===== src/rtl/traffic_pkg.sv =====
// Shared traffic-system constants: pedestrian button FSM encoding and default
// timing for the button front-end and the junction controller phases.
package traffic_pkg;

    typedef logic [1:0] ped_state_t;

    localparam ped_state_t ST_IDLE     = 2'd0;
    localparam ped_state_t ST_DB_PRESS = 2'd1;
    localparam ped_state_t ST_PRESSED  = 2'd2;
    localparam ped_state_t ST_DB_REL   = 2'd3;

    // Button conditioner defaults, in clk cycles (1 Hz system clock)
    localparam int unsigned PED_DEBOUNCE_CYCLES = 3;
    localparam int unsigned PED_LOCKOUT_CYCLES  = 30;
    localparam int unsigned PED_STUCK_CYCLES    = 100;

    // Controller phase lengths, in seconds
    localparam int unsigned MAIN_GREEN_CYCLES = 120;
    localparam int unsigned PED_WALK_CYCLES   = 30;

    // True while the debounced button level is high
    function automatic logic is_debounced_high(input ped_state_t st);
        return (st == ST_PRESSED) || (st == ST_DB_REL);
    endfunction

endpackage


===== src/rtl/sync_bit.sv =====
// N-flop synchroniser for a single asynchronous bit; all flops reset to 0.
module sync_bit #(
    parameter int unsigned STAGES = 2
) (
    input  logic clk,
    input  logic rst_n,
    input  logic d,
    output logic q
);

    logic [STAGES-1:0] ff;

    always_ff @(posedge clk or negedge rst_n) begin
        if (!rst_n) begin
            ff <= '0;
        end else begin
            ff <= {ff[STAGES-2:0], d};
        end
    end

    assign q = ff[STAGES-1];

endmodule


===== src/rtl/ped_button_conditioner.sv =====
// Pedestrian push-button front-end: synchronise, debounce, latch a crossing request,
// hold off new requests after service and flag a button that stays pressed.
module ped_button_conditioner
    import traffic_pkg::*;
#(
    parameter int unsigned SYNC_STAGES     = 2,
    parameter int unsigned DEBOUNCE_CYCLES = PED_DEBOUNCE_CYCLES,
    parameter int unsigned LOCKOUT_CYCLES  = PED_LOCKOUT_CYCLES,
    parameter int unsigned STUCK_CYCLES    = PED_STUCK_CYCLES,
    parameter int unsigned CNT_W           = 8
) (
    input  logic             clk,
    input  logic             rst_n,
    input  logic             button_raw,
    input  logic             served,
    output logic             req_out,
    output logic             req_pulse,
    output logic             locked,
    output logic             stuck_fault,
    output logic [CNT_W-1:0] press_count
);

    localparam int unsigned DB_W = $clog2(DEBOUNCE_CYCLES + 1);
    localparam int unsigned LK_W = $clog2(LOCKOUT_CYCLES + 1);
    localparam int unsigned ST_W = $clog2(STUCK_CYCLES + 1);

    // The sample that enters a DB_* state is the first of the run, so the counter
    // only has to cover the remaining DEBOUNCE_CYCLES-1 samples.
    localparam logic [DB_W-1:0] DB_LAST  = DB_W'(DEBOUNCE_CYCLES - 2);
    localparam logic [LK_W-1:0] LK_LOAD  = LK_W'(LOCKOUT_CYCLES);
    localparam logic [ST_W-1:0] ST_LIMIT = ST_W'(STUCK_CYCLES);

    logic s;

    ped_state_t        state_q, state_d;
    logic [DB_W-1:0]   db_cnt_q, db_cnt_d;
    logic [LK_W-1:0]   lock_cnt_q, lock_cnt_d;
    logic [ST_W-1:0]   stuck_cnt_q, stuck_cnt_d;
    logic              stuck_q, stuck_d;
    logic              req_q, req_d;
    logic              pulse_q, pulse_d;
    logic [CNT_W-1:0]  count_q, count_d;

    logic press_edge;
    logic release_edge;
    logic accept;

    sync_bit #(
        .STAGES(SYNC_STAGES)
    ) u_sync (
        .clk  (clk),
        .rst_n(rst_n),
        .d    (button_raw),
        .q    (s)
    );

    // Debounce FSM
    always_comb begin
        state_d      = state_q;
        db_cnt_d     = db_cnt_q;
        press_edge   = 1'b0;
        release_edge = 1'b0;

        case (state_q)
            ST_IDLE: begin
                if (s) state_d = ST_DB_PRESS;
            end
            ST_DB_PRESS: begin
                if (!s) begin
                    state_d = ST_IDLE;
                end else if (db_cnt_q >= DB_LAST) begin
                    state_d    = ST_PRESSED;
                    press_edge = 1'b1;
                end else begin
                    db_cnt_d = db_cnt_q + DB_W'(1);
                end
            end
            ST_PRESSED: begin
                if (!s) state_d = ST_DB_REL;
            end
            ST_DB_REL: begin
                if (s) begin
                    state_d = ST_PRESSED;
                end else if (db_cnt_q >= DB_LAST) begin
                    state_d      = ST_IDLE;
                    release_edge = 1'b1;
                end else begin
                    db_cnt_d = db_cnt_q + DB_W'(1);
                end
            end
            default: begin
                state_d = ST_IDLE;
            end
        endcase

        if (state_d != state_q) begin
            db_cnt_d = '0;
        end
    end

    // Service always beats a press completing in the same cycle
    assign accept = press_edge && !locked && !stuck_q && !served;

    always_comb begin
        lock_cnt_d = lock_cnt_q;
        if (served) begin
            lock_cnt_d = LK_LOAD;
        end else if (lock_cnt_q != '0) begin
            lock_cnt_d = lock_cnt_q - LK_W'(1);
        end

        req_d = req_q;
        if (served) begin
            req_d = 1'b0;
        end else if (accept) begin
            req_d = 1'b1;
        end

        pulse_d = accept;

        count_d = count_q;
        if (accept && (count_q != '1)) begin
            count_d = count_q + CNT_W'(1);
        end
    end

    // Stuck counter numbers the debounced-high cycles, starting at 1 on the press edge
    always_comb begin
        stuck_cnt_d = '0;
        if (press_edge) begin
            stuck_cnt_d = ST_W'(1);
        end else if (is_debounced_high(state_q) && !release_edge) begin
            stuck_cnt_d = (stuck_cnt_q == ST_LIMIT) ? stuck_cnt_q : stuck_cnt_q + ST_W'(1);
        end

        stuck_d = stuck_q;
        if (release_edge) begin
            stuck_d = 1'b0;
        end else if (stuck_cnt_d >= ST_LIMIT) begin
            stuck_d = 1'b1;
        end
    end

    always_ff @(posedge clk or negedge rst_n) begin
        if (!rst_n) begin
            state_q     <= ST_IDLE;
            db_cnt_q    <= '0;
            lock_cnt_q  <= '0;
            stuck_cnt_q <= '0;
            stuck_q     <= 1'b0;
            req_q       <= 1'b0;
            pulse_q     <= 1'b0;
            count_q     <= '0;
        end else begin
            state_q     <= state_d;
            db_cnt_q    <= db_cnt_d;
            lock_cnt_q  <= lock_cnt_d;
            stuck_cnt_q <= stuck_cnt_d;
            stuck_q     <= stuck_d;
            req_q       <= req_d;
            pulse_q     <= pulse_d;
            count_q     <= count_d;
        end
    end

    assign req_out     = req_q;
    assign req_pulse   = pulse_q;
    assign locked      = (lock_cnt_q != '0);
    assign stuck_fault = stuck_q;
    assign press_count = count_q;

endmodule


===== config.mk =====
export PLATFORM = sky130hd
export DESIGN_NAME = ped_button_conditioner
export DESIGN_NICKNAME = d
export VERILOG_FILES = /design/src/rtl/traffic_pkg.sv /design/src/rtl/sync_bit.sv /design/src/rtl/ped_button_conditioner.sv
export SDC_FILE = /design/constraint.sdc
export NUM_CORES = 1
export LEC_CHECK = 0
export ABC_AREA = 1
export BUFFER_PORTS_ARGS = -buffer_cell sky130_fd_sc_hd__buf_2
export CAP_MARGIN = 20
export CORE_MARGIN = 3
export CORE_UTILIZATION = 60
export DETAILED_ROUTE_END_ITERATION = 6
export GPL_ROUTABILITY_DRIVEN = 0
export PLACE_DENSITY = 0.81
export SYNTH_ARGS = -nofsm -noshare
export SYNTH_HDL_FRONTEND = slang
export SYNTH_SLANG_ARGS = --single-unit

===== constraint.sdc =====
create_clock -name clk -period 3.2 [get_ports clk]
set_input_delay 0.8 -clock clk [delete_from_list [all_inputs] [get_ports clk]]
set_output_delay 0.8 -clock clk [all_outputs]
set_load 0.01 [all_outputs]

== Yosys cells after proc, flatten, opt, wreduce, memory -nomap -nowiden ==
Cells that the tools add are included.

* Output and inout port bits: 12
* Register bits: 29
* Logic and storage cells: 66
* Bits of input ports: 4

* Order comparisons: 2
* Eq/ne operators: 8
* Muxes and demuxes: 26
* Reduce and logical (&&, ||, !) cells: 17
* $add $sub $neg: 4

{| class="wikitable"
|+ Operators by type and width
! operator !! count
|-
| 7-bit 2-to-1 mux || 3
|-
| 2-bit 2-to-1 mux || 10
|-
| 5-bit 2-to-1 mux || 2
|-
| 1-bit 2-to-1 mux || 9
|-
| 8-bit by 1-bit adder with 8-bit output (second input constant) || 1
|-
| 8-bit != test (second input constant) || 1
|-
| 2-bit case mux with 4 select lines || 1
|-
| 7-bit by 1-bit adder with 7-bit output (second input constant) || 1
|-
| 7-bit equality test (second input constant) || 1
|-
| 7-bit greater-or-equal comparator (second input constant) || 1
|-
| 2-bit nonzero test || 3
|-
| 1-bit logical AND || 5
|-
| 5-bit nonzero test || 1
|-
| 5-bit by 1-bit subtractor with 5-bit output (second input constant) || 1
|-
| 2-bit equality test (second input constant) || 2
|-
| 1-bit zero test || 4
|-
| 2-bit case mux with 2 select lines || 1
|-
| 3-bit by 2-bit != test with 1-bit output (second input constant) || 1
|-
| 3-bit != test (second input constant) || 1
|-
| 3-bit AND reduction || 1
|-
| 3-bit nonzero test || 1
|-
| 2-bit by 1-bit adder with 2-bit output (second input constant) || 1
|-
| 2-bit by 1-bit equality test with 1-bit output (second input constant) || 1
|-
| 2-bit by 1-bit greater-or-equal comparator with 1-bit output (second input constant) || 1
|-
| other kinds (3) || 3
|}

== Longest topological paths before layout ==
* Word-level depth: 11
* Gate-level depth with buffers: 11

== Hierarchy ==
A second synthesis with hierarchy kept.

* Cell total of the unflattened synthesis: 184
* Area total of the unflattened synthesis: 1527.7 um^2

{| class="wikitable"
|+ By module, submodules not included
! module !! seq. area each (um^2) !! area an instance (um^2) !! instances !! cells each
|-
| ped_button_conditioner || 675.6 || 1477.7 || 1 || 182
|-
| sync_bit || 50.0 || 50.0 || 1 || 2
|}

== Least setup slack after synthesis ==
Ideal clock, no wire load.

* Path kind: register to output
* Start point: register lock_cnt_q[0]
* End point: output locked
* Arrival: 0.906 ns
* Cell stages (with the launch flop): 6
* Slack: 1.494 ns
* Path through: dfrtp_1 > inv_1 > ha_1 > nand2_2 > nor2_8 > inv_4

* Cells in the longest elaborated chain, start to end: 1

{| class="wikitable"
|+ Ends and longest elaborated chain
! what !! line !! text
|-
| from (decl) || ped_button_conditioner.sv:37 || <nowiki>logic [LK_W-1:0] lock_cnt_q, lock_cnt_d;</nowiki>
|-
| from (signal assigned) || ped_button_conditioner.sv:157 || <nowiki>lock_cnt_q <= lock_cnt_d;</nowiki>
|-
| 5-bit nonzero test || ped_button_conditioner.sv:168 || <nowiki>assign locked = (lock_cnt_q != '0);</nowiki>
|-
| to (decl) || ped_button_conditioner.sv:18 || <nowiki>output logic locked,</nowiki>
|}

Every way passes these cells.

== Final worst setup path ==
Ends and elaborated chain as after synthesis.

==> impl_metrics.csv <==
group,metric,value,unit
logic_synthesis,yosysWarnings,0,
logic_synthesis,syn_area,1600,sq um
sta,period_share,70.5,%
drt,wl_met2,1400,um
clock_tree,post-cts-setup-buffer-count,0,
cells_and_area,post-route-util,70.5,%
clock_tree,cts_resized,0,
job,max_cap_violations,0,
logic_synthesis,synth_cell_types,27,
drt,drt_iter0_drc,49,
grt,antenna_found_initial,0,
power,clockPowerShare,24.9,%
drt,wl_per_cell,11.8,um
drt,dr.max_layer_used,"met4",
power,p_leak,0.934,nW
floorplanning,die-area,3310,sq um
placed_design,place_hpwl,2140,um
floorplanning,die_x,57.6,um
drt,avgViaCountPerCell,5.18,
grt,grt_pass1_wl,5100,um
sta,setup_viol,0,
power,switching_share,33.6,%
floorplanning,initial_core_util,63.8,%
cells_and_area,ff_latch_area,726,sq um
logic_synthesis,avgSynthCellArea,8.58,sq um
grt,grt_max_degree,30,
clock_tree,hold_buffers,0,
floorplanning,row_count,18,
worst_setup_path,start_kind,"flip-flop",
cells_and_area,mostFrequentLayoutCell,"nand2_1",
power,power_frac_seq,50.5,%
cells_and_area,multi_input_area,739,sq um
floorplanning,io_pins,16,
worst_setup_path,worst-path-buf-inv,3,
sta,slew_viol_final,0,
worst_setup_path,critical_path_class,"reg -> out",
logic_synthesis,ys_ff_latch,29,
sta,hold_viol_final,0,
clock_tree,htree_levels,2,
logic_synthesis,ys_async_sr_fraction,100,%
grt,grt_pass1_vias,1271,
logic_synthesis,synth_nets,197,
drt,ant_nets,0,
cells_and_area,syn_to_final_growth,10.5,%
power,power.switching,0.000294,W
power,p_per_area,497,nW/um^2
grt,grt.overflow.total,0,
drt,drt_first_pass_iters,4,
drt,wl_met3,135,um
worst_setup_path,rrSetupSlack,1580,ps
drt,wl_met1,1260,um
worst_setup_path,max_stage_delay,380,ps
power,p_int,0.000582,W
cells_and_area,layout_common_cells,"41 x nand2_1, 29 x inv_1, 29 x dfrtp_1, 17 x nor2_1",
sta,rsz0062_at_grt,"false",
clock_tree,cts.sinks,29,
run_status,status,"completed",
drt,drc,0,
drt,num_vias,1232,
sta,fin_skew,6.63,ps
cells_and_area,fill_cells,200,
worst_setup_path,end_kind,"output pin",
logic_synthesis,yosysSeqAreaShare,45.5,%
cells_and_area,num-nets-final,219,
cells_and_area,diodes,0,
floorplanning,core_area,2500,sq um
sta,worst_pin_slew,626,ps
clock_tree,insertion_delay,310,ps
clock_tree,tritoncts,"yes",
logic_synthesis,synthTopCellsByArea,"dfrtp_1 45%, nand2_1 9.6%, inv_1 6.8%",
power,p_comb_share,24.7,%
logic_synthesis,yosysTopAreaCell,"dfrtp_1",
clock_tree,cts_made_buffers,5,
power,irDropWorstVdd,323,uV
drt,routed_wl,2800,um
placed_design,portBuffers,15,
worst_setup_path,cp.required,2400,ps
grt,grtUsageTotal,19.5,%
clock_tree,clk_pin_slew,90,ps
worst_setup_path,cp.arrival,1460,ps
clock_tree,ctsRootBufferMaster,"clkbuf_4",
worst_hold_path,hold_class,"reg -> reg",
sta,finalCriticalPeriod,2260,ps
sta,fmax,0.443,GHz
logic_synthesis,synthFlopType,"dfrtp_1",
clock_tree,clock_path_buffers,2,
worst_setup_path,cp_max_fo,5,
sta,slew_headroom,58.3,%
worst_setup_path,cpMaxStageDelayCell,"dfrtp_1",
cells_and_area,drive_gt1_share,20.2,%
sta,fin_setup_tns,0,ps
worst_setup_path,cp_top_family,"flip-flops",
logic_synthesis,synth_edf_count,0,
logic_synthesis,synth_top_cell_area_share,45.5,%
logic_synthesis,syn_inst,186,
floorplanning,die_h,57.6,um
worst_setup_path,crit_chain,"inv_1 -> ha_1 -> nand2_2 -> nor2_8 -> inv_4 -> buf_2",
cell usage after synthesis, types with 2 or more instances:
master    instances
nand2_1          41
nand2_2           4
xnor2_1           4
nor2_1           17
o21ai_0           3
nand4_1           5
dfrtp_1          29
inv_2             2
xor2_1            3
o21ai_1           3
o31ai_1           2
nor2_2            3
nand3_4           2
ha_1              7
clkinv_1          2
inv_1            29
nand3_2           3
nand3_1          15
nor2_8            2
a21oi_1           3
path summary, 6_finish.rpt:
| check | startpoint | to | cells after the start |
|---|---|---|---|
| max in group asynchronous | rst_n | stuck_cnt_q[2] | 1 |
| worst min register to register | u_sync.ff[0] | u_sync.ff[1] | 0 |
| worst max-delay path | lock_cnt_q[0] | locked | 6 |
| worst max register to register | db_cnt_q[0] | press_count[6] | 10 |
| min in group asynchronous | rst_n | stuck_cnt_q[5] | 1 |
| worst min-delay path | u_sync.ff[0] | u_sync.ff[1] | 0 |
flip-flops by register name, indices dropped and copies added, names as in the netlist:
signal,count
state_q,2
lock_cnt_q,5
req_pulse,1
press_count,8
req_out,1
stuck_fault,1
stuck_cnt_q,7
u_sync.ff,2
db_cnt_q,2
power groups by stage:
stage | sequential [W] | combinational, W | clock, W
after floorplan | 0.000440 | 0.000170 | 0
after global routing | 0.000448 | 0.000251 | 0.000239
final | 0.000442 | 0.000216 | 0.000218
after detailed placement | 0.000448 | 0.000216 | 0
after CTS | 0.000441 | 0.000217 | 0.000222
after global placement | 0.000445 | 0.000204 | 0
through the flow:
stage	setup slack [ps]	hold slack (ps)	std cells	cell area, sq um	total power, W
after global placement	1330	337	231	1710	0.000649
final	945	355	238	1760	0.000876
after global routing	857	372	238	1760	0.000937
after CTS	942	358	238	1760	0.000880
after floorplan	1490	331	186	1600	0.000610
after detailed placement	1290	338	231	1710	0.000664
cell families (layout without fill, tap and decap cells):
| kind of cell | Yosys count | after routing | share of synthesized area, % |
|---|---|---|---|
| flip-flops | 29 | 29 | 45.5 |
| XOR/XNOR | 7 | 7 | 3.84 |
| adder cells (fa/ha/maj) | 7 | 7 | 5.49 |
| buffers and inverters | 34 | 56 | 8.16 |
| AND/OR/NAND/NOR | 95 | 95 | 31.7 |
| AO/OA/AOI/OAI | 14 | 14 | 5.33 |
per-layer routing:
layer	global-route usage, %	vias up
met5	0	-
met2	33.4	35
met4	4.64	0
li1	-	626
met1	23.9	569
met3	6.11	2
area by class of cell:
type | instances | share of cell area (%)
inverter | 34 | 7.38
tap | 30 | 2.13
multi-input combinational | 123 | 41.9
clock buffer | 7 | 3.12
sequential | 29 | 41.2
timing repair buffer | 15 | 4.26
Power figures use the tool's default switching activity.
